`src/rtl/uart_pkg.sv`:
```
// Shared types and helpers for the UART transmit path.
package uart_pkg;

  typedef enum logic [1:0] {
    IDLE      = 2'd0,
    ISSUE     = 2'd1,
    WAIT_BUSY = 2'd2,
    WAIT_DONE = 2'd3
  } tx_arb_state_t;

  // Index width for n items; never narrower than one bit.
  function automatic int id_width(input int n);
    return (n > 1) ? $clog2(n) : 1;
  endfunction

  // Increment modulo n, so non-power-of-two ranges never reach unused codes.
  function automatic int wrap_inc(input int cur, input int n);
    return (cur + 1 >= n) ? 0 : cur + 1;
  endfunction

endpackage

```
`src/rtl/rr_pick.sv`:
```
// Combinational round-robin picker: first set request at or after rr_ptr, wrapping.
module rr_pick
  import uart_pkg::*;
#(
  parameter int N_REQ = 4,
  parameter int ID_W  = id_width(N_REQ)
) (
  input  logic [N_REQ-1:0] req,
  input  logic [ID_W-1:0]  rr_ptr,
  output logic             valid,
  output logic [ID_W-1:0]  index
);

  logic [N_REQ-1:0] rotated;
  logic [ID_W-1:0]  offset;
  logic [ID_W:0]    sum;

  // rotated[j] corresponds to requester (rr_ptr + j) mod N_REQ
  assign rotated = N_REQ'({req, req} >> rr_ptr);

  always_comb begin
    valid  = 1'b0;
    offset = '0;
    for (int j = N_REQ - 1; j >= 0; j--) begin
      if (rotated[j]) begin
        valid  = 1'b1;
        offset = ID_W'(j);
      end
    end
  end

  assign sum   = {1'b0, rr_ptr} + {1'b0, offset};
  assign index = (sum >= (ID_W + 1)'(N_REQ)) ? ID_W'(sum - (ID_W + 1)'(N_REQ))
                                             : sum[ID_W-1:0];

endmodule

```
`src/rtl/uart_tx_arbiter.sv`:
```
// Round-robin sharing of one UART serializer between N_REQ character sources,
// with start/busy sequencing and a start-timeout error pulse.
module uart_tx_arbiter
  import uart_pkg::*;
#(
  parameter int N_REQ         = 4,
  parameter int WORD_W        = 8,
  parameter int START_TIMEOUT = 16
) (
  input  logic                      clock,
  input  logic                      n_reset,
  input  logic [N_REQ-1:0]          req,
  input  logic [N_REQ*WORD_W-1:0]   req_data,
  output logic [N_REQ-1:0]          grant,
  output logic                      tx_start,
  output logic [WORD_W-1:0]         tx_data,
  input  logic                      tx_busy,
  output logic [$clog2(N_REQ)-1:0]  active_id,
  output logic                      arb_busy,
  output logic                      start_err,
  output tx_arb_state_t             state_dbg
);

  localparam int ID_W  = id_width(N_REQ);
  localparam int TMR_W = id_width(START_TIMEOUT);

  // Handshake: req[i] is a level held (with stable data) until grant[i]
  // pulses; that pulse means the character was captured. The requester may
  // present its next character from the cycle after the grant onwards.

  tx_arb_state_t    state_q, state_d;
  logic [ID_W-1:0]  rr_ptr;
  logic [ID_W-1:0]  pick_idx;
  logic             pick_valid;
  logic [TMR_W-1:0] timer;
  logic             load;
  logic             release_ptr;
  logic             timeout;

  rr_pick #(
    .N_REQ (N_REQ),
    .ID_W  (ID_W)
  ) u_rr_pick (
    .req    (req),
    .rr_ptr (rr_ptr),
    .valid  (pick_valid),
    .index  (pick_idx)
  );

  always_ff @(posedge clock or negedge n_reset) begin
    if (!n_reset) begin
      state_q <= IDLE;
    end else begin
      state_q <= state_d;
    end
  end

  always_comb begin
    state_d     = state_q;
    load        = 1'b0;
    release_ptr = 1'b0;
    timeout     = 1'b0;
    case (state_q)
      IDLE: begin
        // A still-busy serializer (e.g. stale frame after reset) blocks arbitration.
        if (!tx_busy && pick_valid) begin
          load    = 1'b1;
          state_d = ISSUE;
        end
      end
      ISSUE: begin
        state_d = WAIT_BUSY;
      end
      WAIT_BUSY: begin
        if (tx_busy) begin
          state_d = WAIT_DONE;
        end else if (timer == TMR_W'(START_TIMEOUT - 1)) begin
          timeout     = 1'b1;
          release_ptr = 1'b1;
          state_d     = IDLE;
        end
      end
      WAIT_DONE: begin
        if (!tx_busy) begin
          release_ptr = 1'b1;
          state_d     = IDLE;
        end
      end
      default: begin
        state_d = IDLE;
      end
    endcase
  end

  always_ff @(posedge clock or negedge n_reset) begin
    if (!n_reset) begin
      grant     <= '0;
      tx_start  <= 1'b0;
      tx_data   <= '0;
      active_id <= '0;
      rr_ptr    <= '0;
      timer     <= '0;
    end else begin
      grant    <= load ? (N_REQ'(1) << pick_idx) : '0;
      tx_start <= load;
      if (load) begin
        tx_data   <= req_data[pick_idx*WORD_W +: WORD_W];
        active_id <= pick_idx;
      end
      if (state_q == ISSUE) begin
        timer <= '0;
      end else if (state_q == WAIT_BUSY && !tx_busy) begin
        timer <= timer + 1'b1;
      end
      // Pointer moves past the served requester whether the frame completed or timed out.
      if (release_ptr) begin
        rr_ptr <= ID_W'(wrap_inc(int'(active_id), N_REQ));
      end
    end
  end

  assign start_err = timeout;
  assign arb_busy  = (state_q != IDLE);
  assign state_dbg = state_q;

endmodule

```
`config.mk`:
```
export PLATFORM = sky130hd
export DESIGN_NAME = uart_tx_arbiter
export DESIGN_NICKNAME = d
export VERILOG_FILES = /design/src/rtl/uart_pkg.sv /design/src/rtl/rr_pick.sv /design/src/rtl/uart_tx_arbiter.sv
export SDC_FILE = /design/constraint.sdc
export NUM_CORES = 1
export LEC_CHECK = 0
export CORE_MARGIN = 5
export CORE_UTILIZATION = 45
export DETAILED_ROUTE_END_ITERATION = 10
export PLACE_DENSITY_LB_ADDON = 0.08
export SETUP_SLACK_MARGIN = 0.15
export SLEW_MARGIN = 30
export SYNTH_ARGS = -nofsm -noshare
export SYNTH_HDL_FRONTEND = slang
export SYNTH_HIERARCHICAL = 1
export SYNTH_SLANG_ARGS = --single-unit
export TNS_END_PERCENT = 10
```
`constraint.sdc`:
```
create_clock -name clock -period 5.1 [get_ports clock]
set_clock_uncertainty 0.05 [all_clocks]
set_input_delay 1.02 -clock clock [delete_from_list [all_inputs] [get_ports clock]]
set_output_delay 1.02 -clock clock [all_outputs]
set_load 0.02 [all_outputs]
```
==> Word-level counts from Yosys, hierarchy flattened <==
Index checks and enable logic that the tools add are counted.
{ "op_classes": {"add_sub_neg": 4, "n_mul": 0, "div": 0, "magnitude_cmp": 2, "n_eq_ne": 7, "shift": 3, "n_mux": 25, "bitwise_logic": 0, "n_reduce_logical": 7} }
{ "op_table": {"columns": ["cell", "count"], "rows": [
  ["$shiftx A32 B6 Y8", 1],
  ["$mux W2", 10],
  ["$mux W4", 3],
  ["$mux W1", 10],
  ["$pmux W2 S4", 1],
  ["$shr A8 B2 Y4", 1],
  ["$ge A3 B3 Y1 const B", 2],
  ["$add A4 B1 Y4 const B", 1],
  ["$eq A2 B2 Y1 const B", 2],
  ["$eq A4 B4 Y1 const B", 1],
  ["$ne A2 B2 Y1 const B", 2],
  ["$reduce_bool A2 Y1", 2],
  ["$shl A1 B2 Y4 const A", 1],
  ["$add A2 B1 Y3 const B", 1],
  ["$add A2 B2 Y3", 1],
  ["$ne A3 B3 Y1 const B", 1],
  ["$reduce_and A3 Y1", 1],
  ["$eq A2 B1 Y1 const B", 1],
  ["$logic_and A1 B1 Y1", 2],
  ["$logic_not A2 Y1", 1],
  ["$pmux W1 S2", 1],
  ["$sub A2 B1 Y2 const B", 1],
  ["$logic_not A1 Y1", 1]
]} }
{ "word_totals": {"register_bits": 23, "latchBits": 0, "ram_bits": 0, "romBits": 0, "inputBits": 39, "memories": 0} }

==> Logic depth before layout (Yosys ltp) <==
Gate-level depths: netlist of the first run.
{ "depth": {"ltp_word": 10, "ltp_mapped": 10, "mapped_depth_nobuf": 9} }

==> Cells and area by module <==
The synthesis of the first run kept the hierarchy.
{ "by_module_without_submodules": {"columns": ["mod", "instances", "cells_per_inst", "area_per_inst_um2", "seq_area_each_um2"], "rows": [
  ["uart_tx_arbiter", 1, 88, 1198.6, 575.6],
  ["rr_pick", 1, 23, 180.2, 0.0]
]} }

==> Worst setup path after synthesis of the first run <==
Ideal clock, no wire load.
{ "synth_timing": {"path_kind": "input-to-reg", "startpoint": "input req[1]", "endpoint": "register tx_data[4]", "setup_time_ns": 0.125, "arrival_ns": 2.997, "required_ns": 4.925, "slack_ns": 1.927, "cell_stages": 10, "path_buffers": 1, "cell_sequence": "nor2b_1 > a21oi_1 > o22ai_1 > o21a_1 > ha_1 > xnor2_1 > xnor2_1 > clkbuf_1 > mux4_2 > mux2_4"} }
{ "synth_between": {"elab_chain_len": 9, "word_cells_on_any_way": 17} }
{ "synth_rtl": {"columns": ["element", "line", "source"], "rows": [
  ["start: declaration", "uart_tx_arbiter.sv:12", "input logic [N_REQ-1:0] req,"],
  ["$shr A8 B2 Y4 (*)", "rr_pick.sv:19", "assign rotated = N_REQ'({req, req} >> rr_ptr);"],
  ["$mux W2 (3 in series)", "rr_pick.sv:25", "if (rotated[j]) begin"],
  ["$mux W2 (*)", "rr_pick.sv:25", null],
  ["$add A2 B2 Y3 (*)", "rr_pick.sv:32", "assign sum = {1'b0, rr_ptr} + {1'b0, offset};"],
  ["$ge A3 B3 Y1 or $sub A2 B1 Y2 (tied branches)", "rr_pick.sv:33", "assign index = (sum >= (ID_W + 1)'(N_REQ)) ? ID_W'(sum - (ID_W + 1)'(N_REQ))"],
  ["$mux W2 (*)", "rr_pick.sv:33", null],
  ["named net pick_idx[1]", "uart_tx_arbiter.sv:33", "logic [ID_W-1:0] pick_idx;"],
  ["$shiftx A32 B6 Y8 (*)", "uart_tx_arbiter.sv:107", "tx_data <= req_data[pick_idx*WORD_W +: WORD_W];"],
  ["end signal: assignment", "uart_tx_arbiter.sv:107", null],
  ["end: declaration", "uart_tx_arbiter.sv:16", "output logic [WORD_W-1:0] tx_data,"]
]} }
Mark *: on every way through the listed nets, which the timed path passes. The rest lies on a longest branch.
A chain may end at the register's enable or synchronous reset.

==> Worst setup path after layout of the first run <==
{ "layout_timing": {"startpoint": "input tx_busy", "endpoint": "output start_err"} }
{ "layout_between": {"elab_chain_len": 2} }
{ "layout_rtl": {"columns": ["element", "line", "source"], "rows": [
  ["start: declaration", "uart_tx_arbiter.sv:17", "input logic tx_busy,"],
  ["$mux W1", "uart_tx_arbiter.sv:75", "if (tx_busy) begin"],
  ["$mux W1", "uart_tx_arbiter.sv:63", "case (state_q)"],
  ["end: declaration", "uart_tx_arbiter.sv:20", "output logic start_err,"]
]} }
No other way between the ends.

==> results.ini, run 1 <==
[setup_path]
cp_data_required_time_ps = 4030
crit_path_max_fanout = 8
critPathKind = in2out
worst_setup_path_start_kind = input pin
crit_path_start = tx_busy
r2r-start = rr_ptr[1]$_DFFE_PN0P_
crit_arrival_ps = 2700
crit_path_end_kind = primary output

[pwr]
totalPowerFinal_w = 0.00106
swShare_pct = 38.7
vdd.ir_drop.worst_uv = 264
p_comb_share_pct = 61.4
power.density_nw_per_um2 = 530
clkPwrFrac_pct = 7.8
p_seq_share_pct = 30.8
p_int_w = 0.000649
power_leakage_nw = 0.819
netSwitchingPower_w = 0.000410

[die]
core_area_um2 = 3000
num_rows = 20
dieArea_um2 = 4270
io_pins = 58
die_h_um = 65.4
fp.dieW_um = 65.4
start_util_pct = 45.9

[global_route]
grt_antenna_before_repair = 0
grt_pass1_wl_mm = 4.95
grt.total_usage_pct = 14.8
grt_max_degree = 24
overflow = 0
grt_pass1_vias = 1136

[finish]
n_antenna_cell = 0
final_common_cell = clkdlybuf4s50_1
mostFrequentLayoutCells = 56 x clkdlybuf4s50_1, 23 x dfrtp_1, 8 x nor2_1
drive_gt1_share_pct = 17.8
finalNonFillerCells = 202
fin_area_um2 = 2000
syn_to_final_growth_pct = 44.8
layout.nets = 212
nFillCells = 255

[run_status]
status = completed

[drt]
routed_wl_mm = 3.00
drtAntennaViolNets = 0
wl_per_cell_um = 14.9
via_per_inst = 5.54
route.detailed.drc = 0
num_vias = 1120
drtIter0Drc = 117
drtPass1Iterations = 4

[timing]
hold_violations = 0
timing.hold.ws_ps = 474
slew_violations = 0
finalSetupViolations = 0
tightest_slew_ps = 664
finalCritPeriodShare_pct = 73.9
rsz0062_at_grt = false
tns_ps = 0
max_freq_mhz = 265
relSlewSlack_pct = 55.5
fin_crit_ps = 3770

[clock_tree]
cts.clk_slew.worst_paths_ps = 120
cts_buffers = 3
cts_resized = 0
clock_path_buffers = 2
cts_max_level = 1
hold_buffers = 0
cts.sinks = 23
post_cts_buffers = 0
tritoncts = built
cts_root_buf = clkbuf_4
worstSkewPairLatency_ps = 300

[synthesis]
syn_nets = 153
syn_area_per_cell_um2 = 12.4
syn-cell-area_um2 = 1380
synthCells = 111
ys_seq_area_share_pct = 41.7
yosysUniqueCellTypes = 40
synth_seq_cells = 23
synth_edf_count = 0
synth_async_sr_flop_share_pct = 100
ys_warn_count = 6
synthFlopType = dfrtp_1

[placement]
routabilityCongestion = 0.722
io_buffers = 57
dp.cells = 197
hpwl_mm = 2.34
place_area_um2 = 1960

[worst_hold_path]
min_from = tx_data[7]$_DFFE_PN0P_
hp-class = reg2reg

[job]
max_cap_violations = 0

[cell families (layout without fill, tap and decap cells)]
logic type	Yosys count	after routing	share of synthesized area [%]
adders and majority gates	3	3	2.72
buffers and inverters	10	68	4.08
muxes	19	19	23.4
xor gates and xnor gates	2	2	1.27
and+or+nand+nor	31	31	14.6
DFF	23	23	41.7
AOI/OAI and AO/OA	23	23	12.2
[cell type report]
cell class                 count  area, um^2  share of cell area (%)
multi-input combinational     78         747                    37.4
timing repair buffer          59         584                    29.3
sequential                    23         576                    28.8
tap                           33        41.3                    2.07
clock buffer                   3        22.5                    1.13
inverter                       5        18.8                   0.940
clock inverter                 1        7.51                   0.376
[stage by stage]
| step | util [%] | worst slack [ps] |
|---|---|---|
| floorplan | - | 1930 |
| global placement | 65.3 | 1200 |
| detailed placement | 65.1 | 1130 |
| CTS | 66.1 | 1340 |
| global route | 66.5 | 1280 |
| finish | 66.5 | 1330 |
[cell usage after synthesis (all sizes together), types with 3 or more instances]
| cell type | n | area, um^2 |
|---|---|---|
| dfrtp | 23 | 576 |
| mux2 | 11 | 139 |
| mux4 | 8 | 184 |
| nor2 | 8 | 30.0 |
| a21oi | 5 | 25.0 |
| inv | 5 | 18.8 |
| nand2b | 4 | 25.0 |
| o21ai | 4 | 20.0 |
| buf | 3 | 30.0 |
| ha | 3 | 37.5 |
| nand2 | 3 | 11.3 |
| nor2b | 3 | 18.8 |
| nor3 | 3 | 15.0 |
[final timing paths]
| path | to | slack [ps] | depth (start not counted) |
|---|---|---|---|
| worst min-delay path | tx_data[7]$_DFFE_PN0P_ | 470 | 1 |
| worst min register to register | tx_data[7]$_DFFE_PN0P_ | 470 | 1 |
| worst max register to register | tx_data[7]$_DFFE_PN0P_ | 2330 | 7 |
| max in group asynchronous | tx_data[4]$_DFFE_PN0P_ | 4050 | 1 |
| min in group asynchronous | active_id[0]$_DFFE_PN0P_ | 610 | 1 |
| worst max-delay path | start_err | 1330 | 4 |
[critical path, stage by stage]
cell             delay, ps
clkdlybuf4s50_1        560
nand2b_1               280
nor3_1                 200
clkdlybuf4s50_1        630
[registers in the layout, indices dropped and copies added, names as in the netlist]
name and cells:
state_dbg 2, timer 4, rr_ptr 2, tx_start 1, active_id 2, grant 4
tx_data 8
[power groups by stage]
stage / combinational (W) / clock [W] / sequential, W
2_1_floorplan: 0.000400 / 0 / 0.000377
3_3_place_gp: 0.000652 / 0 / 0.000323
3_5_place_dp: 0.000662 / 0 / 0.000329
4_1_cts: 0.000664 / 0.0000875 / 0.000326
5_1_grt: 0.000710 / 0.0000971 / 0.000341
6_report: 0.000651 / 0.0000829 / 0.000326
[layer usage]
layer  track usage, %  share of wire (%)  vias to the layer above
met5                0                  0                        -
met4             4.66               0.63                        0
met3             3.25                6.9                        2
met2             25.2                 51                       39
met1             18.8                 42                      543
li1                 -                  -                      536
No activity file was read; power rests on OpenSTA's default activity.
==> run 2: changes to the inputs <==
--- a/config.mk
+++ b/config.mk
@@ -6,7 +6,7 @@
 export NUM_CORES = 1
 export LEC_CHECK = 0
 export CORE_MARGIN = 5
-export CORE_UTILIZATION = 45
+export CORE_UTILIZATION = 42
 export DETAILED_ROUTE_END_ITERATION = 10
 export PLACE_DENSITY_LB_ADDON = 0.08
 export SETUP_SLACK_MARGIN = 0.15
==> constraint.sdc (replaced) <==
create_clock -name clock -period 3.7 [get_ports clock]
set_clock_uncertainty 0.05 [all_clocks]
set_input_delay 0.74 -clock clock [delete_from_list [all_inputs] [get_ports clock]]
set_output_delay 0.74 -clock clock [all_outputs]
set_load 0.02 [all_outputs]
==> run 2 against run 1 <==
Sequential share of layout area shrank 0.25 points. Sequential power grew 38%. Worst hold slack lost 140 ps. Sequential cell count is the same. Die area grew 6.0%. Worst setup slack lost 840 ps. Cell count grew 5.9%.
==> results.ini, run 2 (same netlist as run 1, synthesis figures left out) <==
[placement]
routabilityCongestion = 0.722
hpwl_mm = 2.46
io_buffers = 57
place_ws_ps = 288

[finish]
drive_gt1_share_pct = 18.2
top_register = tx_data
largest_reg_flops = 8
largestRegisters = tx_data: 8 flops, grant: 4 flops, timer: 4 flops
syn_to_final_growth_pct = 46.1
layout.nets = 213
mostFrequentLayoutCells = 56 x clkdlybuf4s50_1, 23 x dfrtp_1, 8 x nor2_1
final_common_cell = clkdlybuf4s50_1
n_antenna_cell = 0
nFillCells = 282

[die]
num_rows = 20
io_pins = 58
fp.dieW_um = 67.3
start_util_pct = 44.4
die_h_um = 67.3
core_area_um2 = 3100
dieArea_um2 = 4530

[global_route]
grt.met3_usage_pct = 4.33
grt_pass1_vias = 1128
grt_antenna_before_repair = 0
grt-busiest-layer = met2
grt_pass1_wl_mm = 5.08
grt.total_usage_pct = 14.8
grt_max_degree = 24
overflow = 0
use_met2_pct = 26.0
globalRouteMet1Util_pct = 17.4

[timing]
max_freq_mhz = 312
relSlewSlack_pct = 65.1
fin_crit_ps = 3210
timing.hold.ws_ps = 334
tightest_slew_ps = 524
finalSetupViolations = 0
rsz0062_at_grt = false
slew_violations = 0
tns_ps = 0
hold_violations = 0
fin_ws_ps = 495
finalCritPeriodShare_pct = 86.6

[clock_tree]
post_cts_buffers = 0
cts.sinks = 23
tritoncts = built
cts_max_level = 1
hold_buffers = 0
cts_resized = 0
clock_path_buffers = 2
worstSkewPairLatency_ps = 310
cts_root_buf = clkbuf_4
cts_buffers = 3
cts.clk_slew.worst_paths_ps = 140

[drt]
drtPass1Iterations = 4
via_per_inst = 5.32
route.detailed.drc = 0
wl_per_cell_um = 14.9
drtIter0Drc = 97
num_vias = 1139
drtAntennaViolNets = 0
routed_wl_mm = 3.18

[pwr]
power_leakage_nw = 0.823
power.density_nw_per_um2 = 731
vdd.ir_drop.worst_uv = 365

[setup_path]
crit_path_end_kind = primary output
worst_setup_path_start_kind = input pin
crit_arrival_ps = 2420
critPathKind = in2out
crit_path_max_fanout = 8
cp_data_required_time_ps = 2910

[run_status]
status = completed

[worst_hold_path]
hp-class = in2async

[job]
max_cap_violations = 0

run 2: changes by cell type in the layout (fill, tap and decap cells not counted):
| cell | previous run | this run |
|---|---|---|
| buf_6 | 1 | 0 |
| buf_4 | 1 | 3 |
run 2: metrics by stage:
stage                     util, %  total power [W]  std cells  instance area [um^2]
final                        64.9          0.00147        214                  2010
after global routing         64.9          0.00159        214                  2010
after CTS                    64.7          0.00150        213                  2010
after detailed placement     63.7          0.00137        209                  1980
after global placement       63.9          0.00136        209                  1980
after floorplan                 -          0.00107        111                  1380
run 2: final timing paths:
| kind | startpoint | slack, ps | to | cells past startpoint |
|---|---|---|---|---|
| max | tx_busy | 490 | start_err | 4 |
| min | n_reset | 330 | timer[1]$_DFFE_PN0P_ | 1 |
| max reg2reg | rr_ptr[1]$_DFFE_PN0P_ | 1170 | tx_data[7]$_DFFE_PN0P_ | 8 |
| min reg2reg | tx_data[7]$_DFFE_PN0P_ | 480 | tx_data[7]$_DFFE_PN0P_ | 1 |
| max in group asynchronous | n_reset | 2910 | tx_data[7]$_DFFE_PN0P_ | 1 |
| min in group clock | tx_data[7]$_DFFE_PN0P_ | 480 | tx_data[7]$_DFFE_PN0P_ | 1 |
run 2: power by group:
part	internal, W	switching (W)	leakage (nW)	total, W
Clock	0.0000411	0.0000781	0.0139	0.000119
Combinational	0.000512	0.000392	0.520	0.000904
Sequential	0.000347	0.000103	0.289	0.000450
run 2: area by class of cell:
type / instances / area (um^2) / area share (%)
clock buffers: 3 / 22.5 / 1.12
multi-input cells: 78 / 747 / 37.1
repair buffers: 60 / 588 / 29.2
inverters: 5 / 18.8 / 0.932
flip-flops and latches: 23 / 576 / 28.6
well taps: 44 / 55.1 / 2.73
clock inverters: 1 / 7.51 / 0.373
run 2: routing by layer:
metal / vias to the layer above / wire length (um)
met1: 562 / 1280
met3: 2 / 227
li1: 537 / -
met2: 38 / 1650
met5: - / 0
met4: 0 / 21
run 2: critical path, cell delays in order:
cell and delay, ps:
clkdlybuf4s50_1 560, nand2b_1 280, nor3_1 210, clkdlybuf4s50_1 630
